[src/rtl/if_neuron_pkg.sv]
// Shared constants and types for the integrate-and-fire neuron scheduler.
package if_neuron_pkg;

   localparam int unsigned DefWidth  = 8;
   localparam int unsigned DefThresh = 230;
   // Widest neuron index supported (64 neurons).
   localparam int unsigned MaxIdxW   = 6;

   typedef struct packed {
      logic [MaxIdxW-1:0] idx;
   } spike_evt_t;

endpackage

[src/rtl/spike_fifo.sv]
// Synchronous FIFO for spike events. The head is read straight from storage registers.
// Pushes while full and pops while empty are ignored.
module spike_fifo #(
   parameter int unsigned Depth = 4,
   parameter int unsigned Width = 6
) (
   input  logic                    clk,
   input  logic                    rst_n,
   input  logic                    push_i,
   input  logic [Width-1:0]        data_i,
   input  logic                    pop_i,
   output logic [Width-1:0]        head_o,
   output logic [$clog2(Depth):0]  count_o
);

   localparam int unsigned PtrW = $clog2(Depth);
   localparam logic [PtrW:0] FullCnt = Depth[PtrW:0];

   logic [Width-1:0] mem_q [Depth];
   logic [Width-1:0] mem_d [Depth];
   logic [PtrW-1:0]  wptr_q, wptr_d;
   logic [PtrW-1:0]  rptr_q, rptr_d;
   logic [PtrW:0]    count_q, count_d;
   logic             do_push, do_pop;

   // Next-state for storage, pointers and occupancy. Pointers wrap because Depth is a power of two.
   always_comb begin
      mem_d   = mem_q;
      wptr_d  = wptr_q;
      rptr_d  = rptr_q;
      count_d = count_q;
      do_pop  = pop_i && (count_q != '0);
      do_push = push_i && (count_q != FullCnt);
      if (do_push) begin
         mem_d[wptr_q] = data_i;
         wptr_d        = wptr_q + PtrW'(1);
      end
      if (do_pop) begin
         rptr_d = rptr_q + PtrW'(1);
      end
      case ({do_push, do_pop})
         2'b10:   count_d = count_q + (PtrW+1)'(1);
         2'b01:   count_d = count_q - (PtrW+1)'(1);
         default: count_d = count_q;
      endcase
   end

   // State registers with synchronous active-low reset.
   always_ff @(posedge clk) begin
      if (!rst_n) begin
         for (int unsigned i = 0; i < Depth; i++) begin
            mem_q[i] <= '0;
         end
         wptr_q  <= '0;
         rptr_q  <= '0;
         count_q <= '0;
      end else begin
         mem_q   <= mem_d;
         wptr_q  <= wptr_d;
         rptr_q  <= rptr_d;
         count_q <= count_d;
      end
   end

   assign head_o  = mem_q[rptr_q];
   assign count_o = count_q;

endmodule

[src/rtl/if_neuron_scheduler.sv]
// Time-multiplexed integrate-and-fire scheduler: one update datapath shared by N_NEURONS
// membrane registers, a single stage register, and an output spike FIFO.
// Optional feature macro: IF_NEURON_REFRAC_EN adds per-neuron refractory counters.
module if_neuron_scheduler
   import if_neuron_pkg::*;
#(
   parameter int unsigned N_NEURONS     = 8,
   parameter int unsigned WIDTH         = DefWidth,
   parameter int unsigned THRESH        = DefThresh,
   parameter int unsigned EVT_DEPTH     = 4,
   parameter int unsigned REFRAC_EVENTS = 2
) (
   input  logic                         clk,
   input  logic                         rst_n,
   input  logic                         clr,
   input  logic                         in_valid,
   output logic                         in_ready,
   input  logic [$clog2(N_NEURONS)-1:0] in_idx,
   input  logic [WIDTH-1:0]             in_current,
   output logic                         spk_valid,
   input  logic                         spk_ready,
   output logic [$clog2(N_NEURONS)-1:0] spk_idx,
   output logic [15:0]                  spk_count,
   output logic                         busy
);

   localparam int unsigned IdxW = $clog2(N_NEURONS);
   localparam int unsigned CntW = $clog2(EVT_DEPTH) + 1;
   localparam int unsigned RefW = (REFRAC_EVENTS > 0) ? $clog2(REFRAC_EVENTS + 1) : 1;
   localparam logic [WIDTH-1:0] ThreshV = THRESH[WIDTH-1:0];
   localparam logic [WIDTH-1:0] SatMax  = '1;
   localparam logic [CntW:0]    DepthV  = EVT_DEPTH[CntW:0];

   logic [WIDTH-1:0] state_q [N_NEURONS];
   logic [WIDTH-1:0] state_d [N_NEURONS];
   logic             stg_valid_q, stg_valid_d;
   logic [IdxW-1:0]  stg_idx_q, stg_idx_d;
   logic [WIDTH-1:0] stg_cur_q, stg_cur_d;
   logic [15:0]      spk_count_q, spk_count_d;

   logic [WIDTH:0]   sum;
   logic [WIDTH-1:0] sat;
   logic             fire, refrac, push, pop, accept;
   logic [CntW-1:0]  fifo_count;
   logic [CntW:0]    occupancy;
   spike_evt_t       push_evt, head_evt;
   logic             unused_head;

`ifdef IF_NEURON_REFRAC_EN
   localparam logic [RefW-1:0] RefInit = REFRAC_EVENTS[RefW-1:0];
   logic [RefW-1:0] ref_q [N_NEURONS];
   logic [RefW-1:0] ref_d [N_NEURONS];
   assign refrac = (ref_q[stg_idx_q] != '0);
`else
   logic [RefW-1:0] unused_refrac;
   assign unused_refrac = RefW'(REFRAC_EVENTS);
   assign refrac        = 1'b0;
`endif

   // Counting the staged event in occupancy guarantees a free FIFO slot for its spike.
   assign occupancy = {1'b0, fifo_count} + {{CntW{1'b0}}, stg_valid_q};
   assign in_ready  = rst_n && !clr && (occupancy < DepthV);
   assign accept    = in_valid && in_ready;

   // Saturating integrate and threshold on the staged event.
   always_comb begin
      sum  = {1'b0, state_q[stg_idx_q]} + {1'b0, stg_cur_q};
      sat  = sum[WIDTH] ? SatMax : sum[WIDTH-1:0];
      fire = (sat >= ThreshV);
   end

   // Membrane, refractory and spike-count next state; clr drops the staged event unapplied.
   always_comb begin
      state_d     = state_q;
      spk_count_d = spk_count_q;
      push        = 1'b0;
`ifdef IF_NEURON_REFRAC_EN
      ref_d       = ref_q;
`endif
      if (clr) begin
         for (int unsigned i = 0; i < N_NEURONS; i++) begin
            state_d[i] = '0;
`ifdef IF_NEURON_REFRAC_EN
            ref_d[i]   = '0;
`endif
         end
      end else if (stg_valid_q) begin
         if (refrac) begin
`ifdef IF_NEURON_REFRAC_EN
            ref_d[stg_idx_q] = ref_q[stg_idx_q] - RefW'(1);
`endif
         end else if (fire) begin
            state_d[stg_idx_q] = sat - ThreshV;
            push               = 1'b1;
`ifdef IF_NEURON_REFRAC_EN
            ref_d[stg_idx_q]   = RefInit;
`endif
         end else begin
            state_d[stg_idx_q] = sat;
         end
      end
      if (push && (spk_count_q != 16'hFFFF)) begin
         spk_count_d = spk_count_q + 16'd1;
      end
   end

   // Stage register load; an idle cycle empties the stage.
   always_comb begin
      stg_valid_d = accept;
      stg_idx_d   = stg_idx_q;
      stg_cur_d   = stg_cur_q;
      if (accept) begin
         stg_idx_d = in_idx;
         stg_cur_d = in_current;
      end
   end

   // State registers with synchronous active-low reset.
   always_ff @(posedge clk) begin
      if (!rst_n) begin
         for (int unsigned i = 0; i < N_NEURONS; i++) begin
            state_q[i] <= '0;
`ifdef IF_NEURON_REFRAC_EN
            ref_q[i]   <= '0;
`endif
         end
         stg_valid_q <= 1'b0;
         stg_idx_q   <= '0;
         stg_cur_q   <= '0;
         spk_count_q <= '0;
      end else begin
         state_q     <= state_d;
`ifdef IF_NEURON_REFRAC_EN
         ref_q       <= ref_d;
`endif
         stg_valid_q <= stg_valid_d;
         stg_idx_q   <= stg_idx_d;
         stg_cur_q   <= stg_cur_d;
         spk_count_q <= spk_count_d;
      end
   end

   // Build the pushed event with the index zero-extended into the packed struct.
   always_comb begin
      push_evt                = '0;
      push_evt.idx[IdxW-1:0]  = stg_idx_q;
   end

   spike_fifo #(
      .Depth (EVT_DEPTH),
      .Width ($bits(spike_evt_t))
   ) u_spike_fifo (
      .clk     (clk),
      .rst_n   (rst_n),
      .push_i  (push),
      .data_i  (push_evt),
      .pop_i   (pop),
      .head_o  (head_evt),
      .count_o (fifo_count)
   );

   assign spk_valid   = (fifo_count != '0);
   assign pop         = spk_ready && spk_valid;
   assign spk_idx     = head_evt.idx[IdxW-1:0];
   assign unused_head = ^head_evt;
   assign spk_count   = spk_count_q;
   assign busy        = stg_valid_q || (fifo_count != '0);

endmodule
[config.mk]
export PLATFORM = sky130hd
export DESIGN_NAME = if_neuron_scheduler
export DESIGN_NICKNAME = d
export VERILOG_FILES = /design/src/rtl/if_neuron_pkg.sv /design/src/rtl/spike_fifo.sv /design/src/rtl/if_neuron_scheduler.sv
export SDC_FILE = /design/constraint.sdc
export NUM_CORES = 1
export LEC_CHECK = 0
export CAP_MARGIN = 10
export CELL_PAD_IN_SITES_DETAIL_PLACEMENT = 1
export CELL_PAD_IN_SITES_GLOBAL_PLACEMENT = 1
export CORE_UTILIZATION = 49
export DETAILED_ROUTE_END_ITERATION = 16
export GPL_ROUTABILITY_DRIVEN = 0
export MAX_ROUTING_LAYER = met4
export PLACE_DENSITY_LB_ADDON = 0.1
export SYNTH_ARGS = -nofsm -noshare
export SYNTH_HDL_FRONTEND = slang
export SYNTH_SLANG_ARGS = --single-unit
[constraint.sdc]
create_clock -name clk -period 7.5 [get_ports clk]
set_input_delay 0.75 -clock clk [delete_from_list [all_inputs] [get_ports clk]]
set_output_delay 0.75 -clock clk [all_outputs]
set_load 0.01 [all_outputs]
==> results <==
- The number of nets in the synthesized netlist is 665.
- The number of top-level design ports is 38.
- The clock buffer count from CTS is 9.
- The number of buffers inserted for hold repair after clock tree synthesis is 0.
- The net count of the finished layout is 690.
- The summed negative setup slack over all endpoints is 0 ns.
- The category of the worst setup path launch point is a flop.
- The power per standard cell area is 185 nW/um2.
- The wire length per cell after detailed routing is 20.8 um.
- The internal cell power is 912 uW.
- Total power for the finished layout comes to 1.20 mW.
- The synthesis-stage register bit count is 111.
- The number of global-route vias before repair came to 5221.
- 0 antenna diodes ended up in the layout.
- Registers take 2220 um2.
- The overall overflow remaining after global route is 0.
- The floorplan step defined a core boundary enclosing 11000 um2.
- In the synthesized netlist, the cells that appear most often are sky130_fd_sc_hd__dfxtp_1 (111), sky130_fd_sc_hd__nand2_1 (101), sky130_fd_sc_hd__nor2_1 (48), sky130_fd_sc_hd__a21oi_1 (47), sky130_fd_sc_hd__nand3_1 (40).
- The first global-routing pass estimated 26.9 mm of wire.
- Input and output buffers added on the ports amount to 37.
- The worst hold path belongs to the class flop to flop.
- TritonCTS built the clock tree.
- The synthesized area is 5650 um2.
- The buffer count from post-CTS setup fixing is 0.
- For the worst-skew pair, the clock arrives at the later sink with an insertion delay of 0.36 ns.
- STA classifies the critical path endpoint as a flop.
- Across every metal layer, demand over resource in global routing totals 30.8%.
- Setup repair after global routing left no endpoint under its margin.
- For this design the total switching power over the nets is 284 uW.
- The die covers 12000 um2.
- The count of synthesis-stage warnings from yosys is 0.
- The area added between synthesis and finish is 14.4%.
- Once the floorplan was initialized, standard cells occupied 51.2% of the core.
- The number of unique standard cell types used by synthesis is 60.
- The clock-pin transition on the worst setup and hold timing paths is 0.08 ns.
- The number of sinks driven by the clock tree is 111.
- The detailed-routing iteration count for the pre-antenna-repair pass is 4.
- The power share of the combinational group is 5.8%.
- The number of max-capacitance violations reported is 0.
- The initial antenna violation count is 0.
- For this run, the leading register cell type out of synthesis is sky130_fd_sc_hd__dfxtp_1.
- Across the VDD grid, the largest voltage drop is 0.193 mV.
- The final cycle utilization of the critical path is 67.5%.
- Along the worst path, the maximum fanout reaches 20.
- The flow ran to the end, and the final reports show no timing, DRC or antenna violations.
- By area the synthesized netlist is led by sky130_fd_sc_hd__dfxtp_1 (39%), sky130_fd_sc_hd__mux4_2 (7.6%), sky130_fd_sc_hd__nand2_1 (6.7%).
- The floorplan step set the die width to 109 um.
- The longest clock path from root to sink contains 2 buffers.
- In this run the static leakage power is 2.25 nW.
- The fraction of power consumed by the clock network is 44.5%.
- The transition time at the pin with the least slew margin is 0.986 ns.
- The area taken by multi-input logic gates is 3250 um2.
- The number of H-tree levels is 3.
- For this block, the routed nets add up to 16.7 mm of wire.
- Net switching is 23.7% of the power.
- Fill cells in the final layout number 1297.
- The floorplan step set the die height to 109 um.
- The average cell area after synthesis is 8.94 um2.
- The detailed router finished its first iteration with 306 violations.
- The routed layout has 5016 vias.
- The data required time of the worst path is 7.78 ns.
- Counting every instance in the synthesized netlist gives 632.
- In the routed design, unresolved DRC markers number 0.
- The async set-reset flop share out of synthesis is 0%.
- The number of enable-type register cells in the synthesized netlist is 0.
- Of the cells placed in the final design, the portion with a size suffix greater than 1 is 9.97%.
- The number of max-slew violations in the final report is 0.
- The top cell type by area accounts for 39.3% of the synthesized area.
- CTS placed an instance of sky130_fd_sc_hd__clkbuf_16 at the clock tree root.
- Using the TritonRoute via totals, the vias-per-cell ratio works out to 6.25.
- The maximum number of pins on one net before global-route repair is 52.
- Timing would allow up to 0.198 GHz.
- Setup violations remaining at the end of the flow were counted as 0.
- The final period demand of the worst path is 5.06 ns.
- Across the routed clock network, the largest skew measured is 0.0103 ns.
- The quantity of gates resized following cts is 0.
- The number of placement rows is 38.
- The biggest area consumer among synthesized cells is sky130_fd_sc_hd__dfxtp_1.
- The hold violation count in the final report is 0.
- The dominant cell by count in the synthesized netlist is sky130_fd_sc_hd__dfxtp_1.
- The half-perimeter wire length after placement is 11.6 mm.
- The worst endpoint data arrival time is 5.34 ns.
- The worst pin sits at a relative slew slack of 33.8%.
- The category of the most critical setup path is flop to flop.
- In this run, flip-flops and latches consume 49.7% of the power.
- In this run the remaining antenna-violating nets after routing total 0.
- The sequential-to-total area share from yosys stat is 39.3%.
critical path, cell delays in order, from the launching register on:
cell and delay [ns]:
sky130_fd_sc_hd__dfxtp_1 0.60, sky130_fd_sc_hd__buf_4 0.36, sky130_fd_sc_hd__mux4_2 0.53, sky130_fd_sc_hd__mux2_2 0.28, sky130_fd_sc_hd__ha_1 0.43, sky130_fd_sc_hd__inv_1 0.13
sky130_fd_sc_hd__nor4_1 0.35, sky130_fd_sc_hd__mux2i_1 0.47, sky130_fd_sc_hd__o211ai_4 0.20, sky130_fd_sc_hd__a221oi_4 0.48, sky130_fd_sc_hd__inv_1 0.09, sky130_fd_sc_hd__ha_1 0.22
sky130_fd_sc_hd__inv_1 0.08, sky130_fd_sc_hd__fa_1 0.18, sky130_fd_sc_hd__xor2_1 0.08, sky130_fd_sc_hd__or3_1 0.33, sky130_fd_sc_hd__a21oi_1 0.16
cell families after synthesis:
kind of cell | after synthesis | share of synthesized area [%]
buffers and inverters | 46 | 3.28
DFF | 111 | 39.3
AOI/OAI and AO/OA | 143 | 17.6
adders and majority gates | 17 | 4.03
xor gates and xnor gates | 7 | 1.08
muxes | 47 | 12.7
and+or+nand+nor | 261 | 21.9
path summary, 6_finish.rpt:
kind	start	endpoint	slack, ns	cells after the start
setup reg to reg	stg_idx_q[0]	u_spike_fifo.count_o[2]	2.44	16
setup / recovery	stg_idx_q[0]	u_spike_fifo.count_o[2]	2.44	16
hold / removal	state_q[38]	state_q[38]	0.46	2
hold reg to reg	state_q[38]	state_q[38]	0.46	2
final cells by class:
| type | count | share of cell area (%) |
|---|---|---|
| inverters | 13 | 0.754 |
| flip-flops and latches | 111 | 34.4 |
| clock inverters | 7 | 1.57 |
| clock buffers | 9 | 3.48 |
| repair buffers | 47 | 6.89 |
| well taps | 140 | 2.71 |
| multi-input cells | 475 | 50.2 |
state kept, by name, indices dropped and copies added, names as in the netlist, named ones only:
name and cells:
u_spike_fifo.mem_q 12, stg_cur_q 8, stg_idx_q 3, u_spike_fifo.rptr_q 2, spk_count 16, u_spike_fifo.wptr_q 2, stg_valid_q 1, state_q 56
u_spike_fifo.count_o 3
power by group through the flow:
stage,clock network (mW),logic (mW),registers (mW)
after floorplan,0,0.0427,0.606
after global placement,0,0.0656,0.608
after detailed placement,0,0.0681,0.608
after CTS,0.543,0.0688,0.594
after global routing,0.563,0.0742,0.595
final,0.532,0.0691,0.594
layout by cell type (no fill, tap or decap), drive strengths merged, types with 10 or more instances in the layout:
| cell type | count |
|---|---|
| a211oi | 10 |
| a21oi | 47 |
| and3 | 10 |
| buf | 10 |
| clkdlybuf4s50 | 37 |
| dfxtp | 111 |
| ha | 15 |
| inv | 16 |
| mux2i | 20 |
| mux4 | 19 |
| nand2 | 102 |
| nand2b | 14 |
| nand3 | 40 |
| nor2 | 48 |
| o21a | 15 |
| o21ai | 20 |
| o31ai | 13 |
metal layers:
layer / up-vias / GRT usage, % / part of all wire, %
met2: 119 / 52.2 / 50
li1: 2376 / - / -
met4: 0 / 10.9 / 2.3
met3: 23 / 6.34 / 4.0
met5: - / - / 0
met1: 2498 / 36.3 / 44
metrics by stage:
stage / utilization [%] / worst slack (ns) / instance area [um2] / hold WS [ns] / cells
after floorplan: - / 2.55 / 5650 / 0.429 / 632
after global placement: 55.7 / 2.76 / 6140 / 0.439 / 786
after detailed placement: 55.7 / 2.56 / 6140 / 0.447 / 786
after CTS: 58.6 / 2.44 / 6470 / 0.458 / 802
after global routing: 58.6 / 2.18 / 6470 / 0.478 / 802
final: 58.6 / 2.44 / 6470 / 0.460 / 802
Note: power is estimated with default switching activity, not from simulation.
